**src/rtl/fetch_queue_pkg.sv**
```systemverilog
// fetch_queue_pkg: shared fetch-queue types, constants and fetch state encoding
package fetch_queue_pkg;
  localparam int FETCH_QUEUE_DEPTH = 4;
  localparam logic [63:0] FETCH_QUEUE_RESET_PC = 64'h0;
  typedef struct packed {
    logic [63:0] pc;
    logic [31:0] inst;
    logic fault;
  } fetch_entry_t;
  typedef enum logic {FQ_RUN, FQ_FAULT} fq_state_e;
endpackage

```
**src/rtl/fetch_queue_sync_fifo.sv**
```systemverilog
// sync_fifo: entry-typed circular buffer with head/tail pointers, occupancy count and flush
// ports: clk_i, rst_i, flush_i (empties queue), push_i/din_i, pop_i/dout_o (zero when empty), count_o
module sync_fifo #(
  parameter type T = logic [7:0],
  parameter int DEPTH = 4
) (
  input  logic clk_i,
  input  logic rst_i,
  input  logic flush_i,
  input  logic push_i,
  input  logic pop_i,
  input  T din_i,
  output T dout_o,
  output logic [$clog2(DEPTH+1)-1:0] count_o
);
  localparam int AW = $clog2(DEPTH);
  localparam int CW = $clog2(DEPTH + 1);
  T mem_q [DEPTH];
  logic [AW-1:0] head_q, head_d, tail_q, tail_d;
  logic [CW-1:0] count_q, count_d;
  always_comb begin
    head_d = flush_i ? '0 : head_q + AW'(pop_i);
    tail_d = flush_i ? '0 : tail_q + AW'(push_i);
    count_d = flush_i ? '0 : count_q + CW'(push_i) - CW'(pop_i);
  end
  always_ff @(posedge clk_i) begin
    if (rst_i) begin
      head_q <= '0;
      tail_q <= '0;
      count_q <= '0;
    end else begin
      head_q <= head_d;
      tail_q <= tail_d;
      count_q <= count_d;
    end
  end
  always_ff @(posedge clk_i) begin
    if (push_i && !flush_i) mem_q[tail_q] <= din_i;
  end
  assign dout_o = (count_q != '0) ? mem_q[head_q] : '0;
  assign count_o = count_q;
endmodule

```
**src/rtl/fetch_queue.sv**
```systemverilog
// fetch_queue: decoupled fetch front end owning the fetch PC, buffering {pc, inst, fault} for decode
// ports: clk_i/rst_i; rom_addr_o -> CodeROM, rom_data_i/rom_fault_i same cycle; redirect_i/redirect_pc_i flush+restart;
// halt_i stops fetching; deq_valid_o/deq_ready_i + deq_pc_o/deq_inst_o/deq_fault_o head entry; count_o occupancy
// FETCH_QUEUE_BYPASS_EN: presents the ROM word directly on deq_* when the queue is empty and decode is ready
module fetch_queue
  import fetch_queue_pkg::*;
#(
  parameter int DATA_WIDTH = 64,
  parameter int INST_WIDTH = 32,
  parameter int DEPTH = FETCH_QUEUE_DEPTH,
  parameter logic [DATA_WIDTH-1:0] RESET_PC = FETCH_QUEUE_RESET_PC
) (
  input  logic clk_i,
  input  logic rst_i,
  output logic [DATA_WIDTH-1:0] rom_addr_o,
  input  logic [INST_WIDTH-1:0] rom_data_i,
  input  logic rom_fault_i,
  input  logic redirect_i,
  input  logic [DATA_WIDTH-1:0] redirect_pc_i,
  input  logic halt_i,
  output logic deq_valid_o,
  input  logic deq_ready_i,
  output logic [DATA_WIDTH-1:0] deq_pc_o,
  output logic [INST_WIDTH-1:0] deq_inst_o,
  output logic deq_fault_o,
  output logic [$clog2(DEPTH+1)-1:0] count_o
);
  localparam int CW = $clog2(DEPTH + 1);
  typedef struct packed {
    logic [DATA_WIDTH-1:0] pc;
    logic [INST_WIDTH-1:0] inst;
    logic fault;
  } entry_t;
  fq_state_e state_q, state_d;
  logic [DATA_WIDTH-1:0] pc_q, pc_d;
  logic [CW-1:0] count;
  logic empty, fetch_ok, bypass, push, pop, fifo_push, fifo_pop;
  entry_t rom_e, head_e;
  always_comb begin
    rom_e = '{pc: pc_q, inst: rom_data_i, fault: rom_fault_i};
    empty = count == '0;
    fetch_ok = state_q == FQ_RUN && !halt_i && !redirect_i;
`ifdef FETCH_QUEUE_BYPASS_EN
    bypass = empty && fetch_ok && deq_ready_i;
`else
    bypass = 1'b0;
`endif
    deq_valid_o = !redirect_i && (!empty || bypass);
    pop = deq_valid_o && deq_ready_i;
    push = fetch_ok && (count != CW'(DEPTH) || pop);
    fifo_push = push && !bypass;
    fifo_pop = pop && !bypass;
    {deq_pc_o, deq_inst_o, deq_fault_o} = bypass ? rom_e : head_e;
    pc_d = redirect_i ? redirect_pc_i : push ? pc_q + DATA_WIDTH'(4) : pc_q;
    state_d = redirect_i ? FQ_RUN : (push && rom_fault_i) ? FQ_FAULT : state_q;
  end
  always_ff @(posedge clk_i) begin
    if (rst_i) begin
      pc_q <= RESET_PC;
      state_q <= FQ_RUN;
    end else begin
      pc_q <= pc_d;
      state_q <= state_d;
    end
  end
  sync_fifo #(.T(entry_t), .DEPTH(DEPTH)) u_fifo (
    .clk_i  (clk_i),
    .rst_i  (rst_i),
    .flush_i(redirect_i),
    .push_i (fifo_push),
    .pop_i  (fifo_pop),
    .din_i  (rom_e),
    .dout_o (head_e),
    .count_o(count)
  );
  assign rom_addr_o = pc_q;
  assign count_o = count;
endmodule

```
**config.mk**
```make
export PLATFORM = sky130hd
export DESIGN_NAME = fetch_queue
export DESIGN_NICKNAME = d
export VERILOG_FILES = /design/src/rtl/fetch_queue_pkg.sv /design/src/rtl/fetch_queue_sync_fifo.sv /design/src/rtl/fetch_queue.sv
export SDC_FILE = /design/constraint.sdc
export NUM_CORES = 1
export LEC_CHECK = 0
export ABC_AREA = 0
export CORE_MARGIN = 2
export CORE_UTILIZATION = 55
export DETAILED_ROUTE_END_ITERATION = 6
export GPL_TIMING_DRIVEN = 0
export PLACE_DENSITY = 0.77
export SETUP_SLACK_MARGIN = 0.1
export SKIP_LAST_GASP = 1
export SYNTH_ARGS = -nofsm -noshare
export SYNTH_HDL_FRONTEND = slang
export SYNTH_HIERARCHICAL = 1
export SYNTH_SLANG_ARGS = --single-unit
```
**constraint.sdc**
```tcl
create_clock -name clk_i -period 18.5 [get_ports clk_i]
set_input_delay 5.55 -clock clk_i [delete_from_list [all_inputs] [get_ports clk_i]]
set_output_delay 5.55 -clock clk_i [all_outputs]
set_load 0.01 [all_outputs]
```
==> results.py <==
metrics = {
    "layout": {
        "final_area_sq_um": 24300,
        "drive_gt1_frac": 0.178,
        "syn2layout_area_growth_pct": 27.3,
        "layout.nets": 1622,
        "final_util": 0.706,
    },
    "placed_design": {
        "dp_hpwl_um": 34300,
        "place_ws_ns": 5.52,
        "dpl_cell_area_sq_um": 22700,
        "gp_congestion": 0.940,
        "io_buffers": 265,
    },
    "timing": {
        "finalCriticalPeriod_ns": 12.99,
        "finalHoldViolCount": 0,
        "worst_pin_slew_ns": 1.13,
        "fin_skew_ns": 0.0119,
        "max_slew_margin": 0.239,
        "fin_crit_sh": 0.702,
        "max_freq_mhz": 77.0,
        "rsz0062_at_grt": "no",
        "tns_ns": 0,
        "maxSlewViolCount": 0,
        "finalWorstSetupSlack_ns": 5.51,
        "setup_viol": 0,
    },
    "logic_synthesis": {
        "yosysWarnings": 6,
        "synth_edf_count": 388,
        "synth-adder-area-share": 0.00433,
        "async_flop_share": 0,
        "synth_xor_area_frac": 0.00991,
        "synthDistinctLibCells": 66,
        "syn_inst": 1151,
        "ys_seq_area_frac": 0.687,
        "synth_area_sq_um": 19100,
        "synth_seq_cells": 460,
        "muxShareOfSynthArea": 0.119,
        "synth_area_per_cell_sq_um": 16.6,
        "synthSimpleGateAreaFrac": 0.115,
        "ys.flop_type": "edfxtp_1",
        "synth_compound_area_frac": 0.0415,
        "synth_top_family_by_area": "multiplexers",
        "syn_nets": 1259,
    },
    "worst_setup_path": {
        "crit_top_cell": "clkbuf_1",
        "arrival_ns": 7.44,
        "reg2reg_to": "u_fifo/mem_q[0][73]",
        "worstPathCellList": "clkbuf_1 -> clkbuf_1 -> nor2_1 -> clkdlybuf4s50_1",
        "rrSetupSlack_ns": 14.55,
        "crit_required_ns": 12.95,
        "max_stage_delay_ns": 0.72,
        "path_max_fanout": 10,
        "crit_type": "input port to output port",
        "rr_worst_depth": 11,
        "end_kind": "output port",
        "cp_slowest_cell": "clkbuf_1",
        "crit_path_start_kind": "input port",
        "rr_startpoint": "state_q",
    },
    "grt": {
        "antenna_found_initial": 5,
        "grt_pass1_wl_um": 73500,
        "grt_max_degree": 51,
        "track_usage": 0.272,
        "grt_pass1_vias": 12300,
        "grt-ovfl-total": 0,
    },
    "pwr": {
        "p_int_mw": 1.76,
        "switching_share": 0.215,
        "p_sw_mw": 0.482,
        "power_frac_clock": 0.411,
        "share_comb_of_total_power": 0.066,
        "power_density_nw_per_um2": 92.3,
        "seqPwrFrac": 0.523,
        "irDropWorstVdd_mv": 0.0773,
        "cellLeakagePower_nw": 7.85,
    },
    "clocking": {
        "insertion_delay_ns": 0.55,
        "cts_hold_buf": 0,
        "h-tree-depth": 2,
        "clk_path_buf_depth": 3,
        "cts_tree": "built",
        "cts-root-buf": "clkbuf_16",
        "clk_pin_slew_ns": 0.06,
        "clkSinkCount": 460,
        "cts_resized": 0,
        "numCtsBuffers": 47,
        "cts_setup_buffers": 0,
    },
    "floorplan": {
        "die_h_um": 190,
        "fp.coreArea_sq_um": 34400,
        "die_w_um": 190,
        "rows": 68,
        "start_util": 0.555,
        "dieArea_sq_um": 36200,
        "num_io_pins": 267,
    },
    "min_path": {
        "hold_end": "u_fifo/mem_q[3][33]",
        "hold_depth": 0,
        "hp-start": "rom_addr_o[0]",
        "holdCritPathClass": "flop to flop",
    },
    "route": {
        "drt-total-wl_um": 49000,
        "drt_iter0_drc": 1140,
        "ant_nets": 0,
        "detail_route.first_pass.iterations": 6,
        "post-route-drc-count": 0,
        "wl_per_cell_um": 24.3,
        "vias": 12100,
        "via_per_inst": 6.02,
    },
    "job": {
        "cap_violations": 0,
    },
    "status": {
        "outcome": "completed",
    },
}
[state kept, by name, indices dropped and copies added (netlist names)]
| signal | cells |
|---|---|
| rom_addr_o | 64 |
| u_fifo/mem_q | 388 |
| state_q | 1 |
| u_fifo/tail_q | 2 |
| u_fifo/head_q | 2 |
| u_fifo/count_o | 3 |
[worst max path at each step]
stage / startpoint / endpoint / slack (ns)
6_report: redirect_i / deq_valid_o / 5.51
5_1_grt: redirect_i / deq_valid_o / 5.49
4_1_cts: redirect_i / deq_valid_o / 5.54
3_5_place_dp: redirect_i / deq_valid_o / 5.52
3_3_place_gp: halt_i / u_fifo/mem_q[2][1] / -7.58
2_1_floorplan: halt_i / u_fifo/mem_q[2][0] / 1.21
[cells in the mapped netlist, drive strengths merged, types with 4 or more instances]
cell type	n	area share
xnor2	11	0.0051
a21oi	12	0.0032
o31ai	11	0.0043
or2	5	0.0016
clkbuf	41	0.011
a31oi	12	0.0039
buf	21	0.0093
and2	107	0.035
a211oi	9	0.0035
and3	7	0.0023
and4	5	0.0024
a311oi	20	0.0092
nand3	25	0.0068
mux4	97	0.11
or3	14	0.0049
nand2	72	0.014
o21a	4	0.0016
o21ai	12	0.0032
or4	18	0.0071
nor4	18	0.0091
nor3	17	0.0050
xor2	8	0.0037
edfxtp	388	0.61
mux2	5	0.0030
nand4	31	0.013
nor2	47	0.0093
o211ai	9	0.0035
dfxtp	72	0.076
ha	5	0.0033
inv	14	0.0028
[cell families after synthesis]
kind of cell	Yosys count
AND/OR/NAND/NOR	376
flip-flops	460
buffers and inverters	77
multiplexers	105
adder cells (fa/ha/maj)	6
AO/OA/AOI/OAI	107
XOR/XNOR	20
[final cells by class]
type	count	area [sq um]
Sequential cell	460	13100
Fill cell	2280	10100
Multi-Input combinational cell	614	5550
Timing Repair Buffer	314	3090
Clock buffer	58	1250
Tap cell	455	569
Buffer	63	390
Clock inverter	30	262
Inverter	14	52.6
Antenna cell	4	10.0
[layout by cell type (no fill, tap or decap), types with 9 or more instances in the layout]
cell type,Yosys,final
nor3_1,15,15
nor4_1,11,10
nand4_1,28,28
buf_6,4,13
or4_1,18,18
and2_1,107,107
a311oi_1,20,20
a31oi_1,12,12
o31ai_1,11,11
clkdlybuf4s50_1,0,265
clkbuf_16,0,48
clkbuf_1,36,45
clkinv_2,0,10
mux4_2,97,97
nand2_1,72,72
edfxtp_1,388,388
buf_4,1,39
dfxtp_1,72,72
o21ai_0,12,12
o211ai_1,9,9
nor2_1,47,47
nand3_1,24,24
buf_2,12,12
clkinv_1,0,10
inv_1,14,14
xnor2_1,11,11
a21oi_1,12,12
or3_1,10,10
a211oi_1,9,9
[routing by layer]
layer  global-route usage  share of wire
met4               0.0966          0.031
met2                0.438           0.48
met1                0.380           0.41
met3               0.0459          0.078
met5                    0              0
[stage by stage]
stage | total power, mW | hold slack (ns) | cells
floorplan | 1.24 | 0.492 | 1151
global placement | 1.34 | 0.519 | 1871
detailed placement | 1.34 | 0.528 | 1920
CTS | 2.25 | 0.545 | 2008
global route | 2.30 | 0.567 | 2012
finish | 2.24 | 0.542 | 2012
[worst max-delay path: cells and delay by family]
family | cells | cell delay [ns]
buffers and inverters | 3 | 1.70
and+or+nand+nor | 1 | 0.18
[power by group through the flow]
stage               clock (mW)  combinational (mW)  sequential (mW)
floorplan                    0              0.0547             1.19
global placement             0               0.141             1.20
detailed placement           0               0.146             1.19
CTS                      0.935               0.147             1.17
global route             0.975               0.156             1.17
finish                   0.921               0.147             1.17
Note: power is estimated with default switching activity, not from simulation.
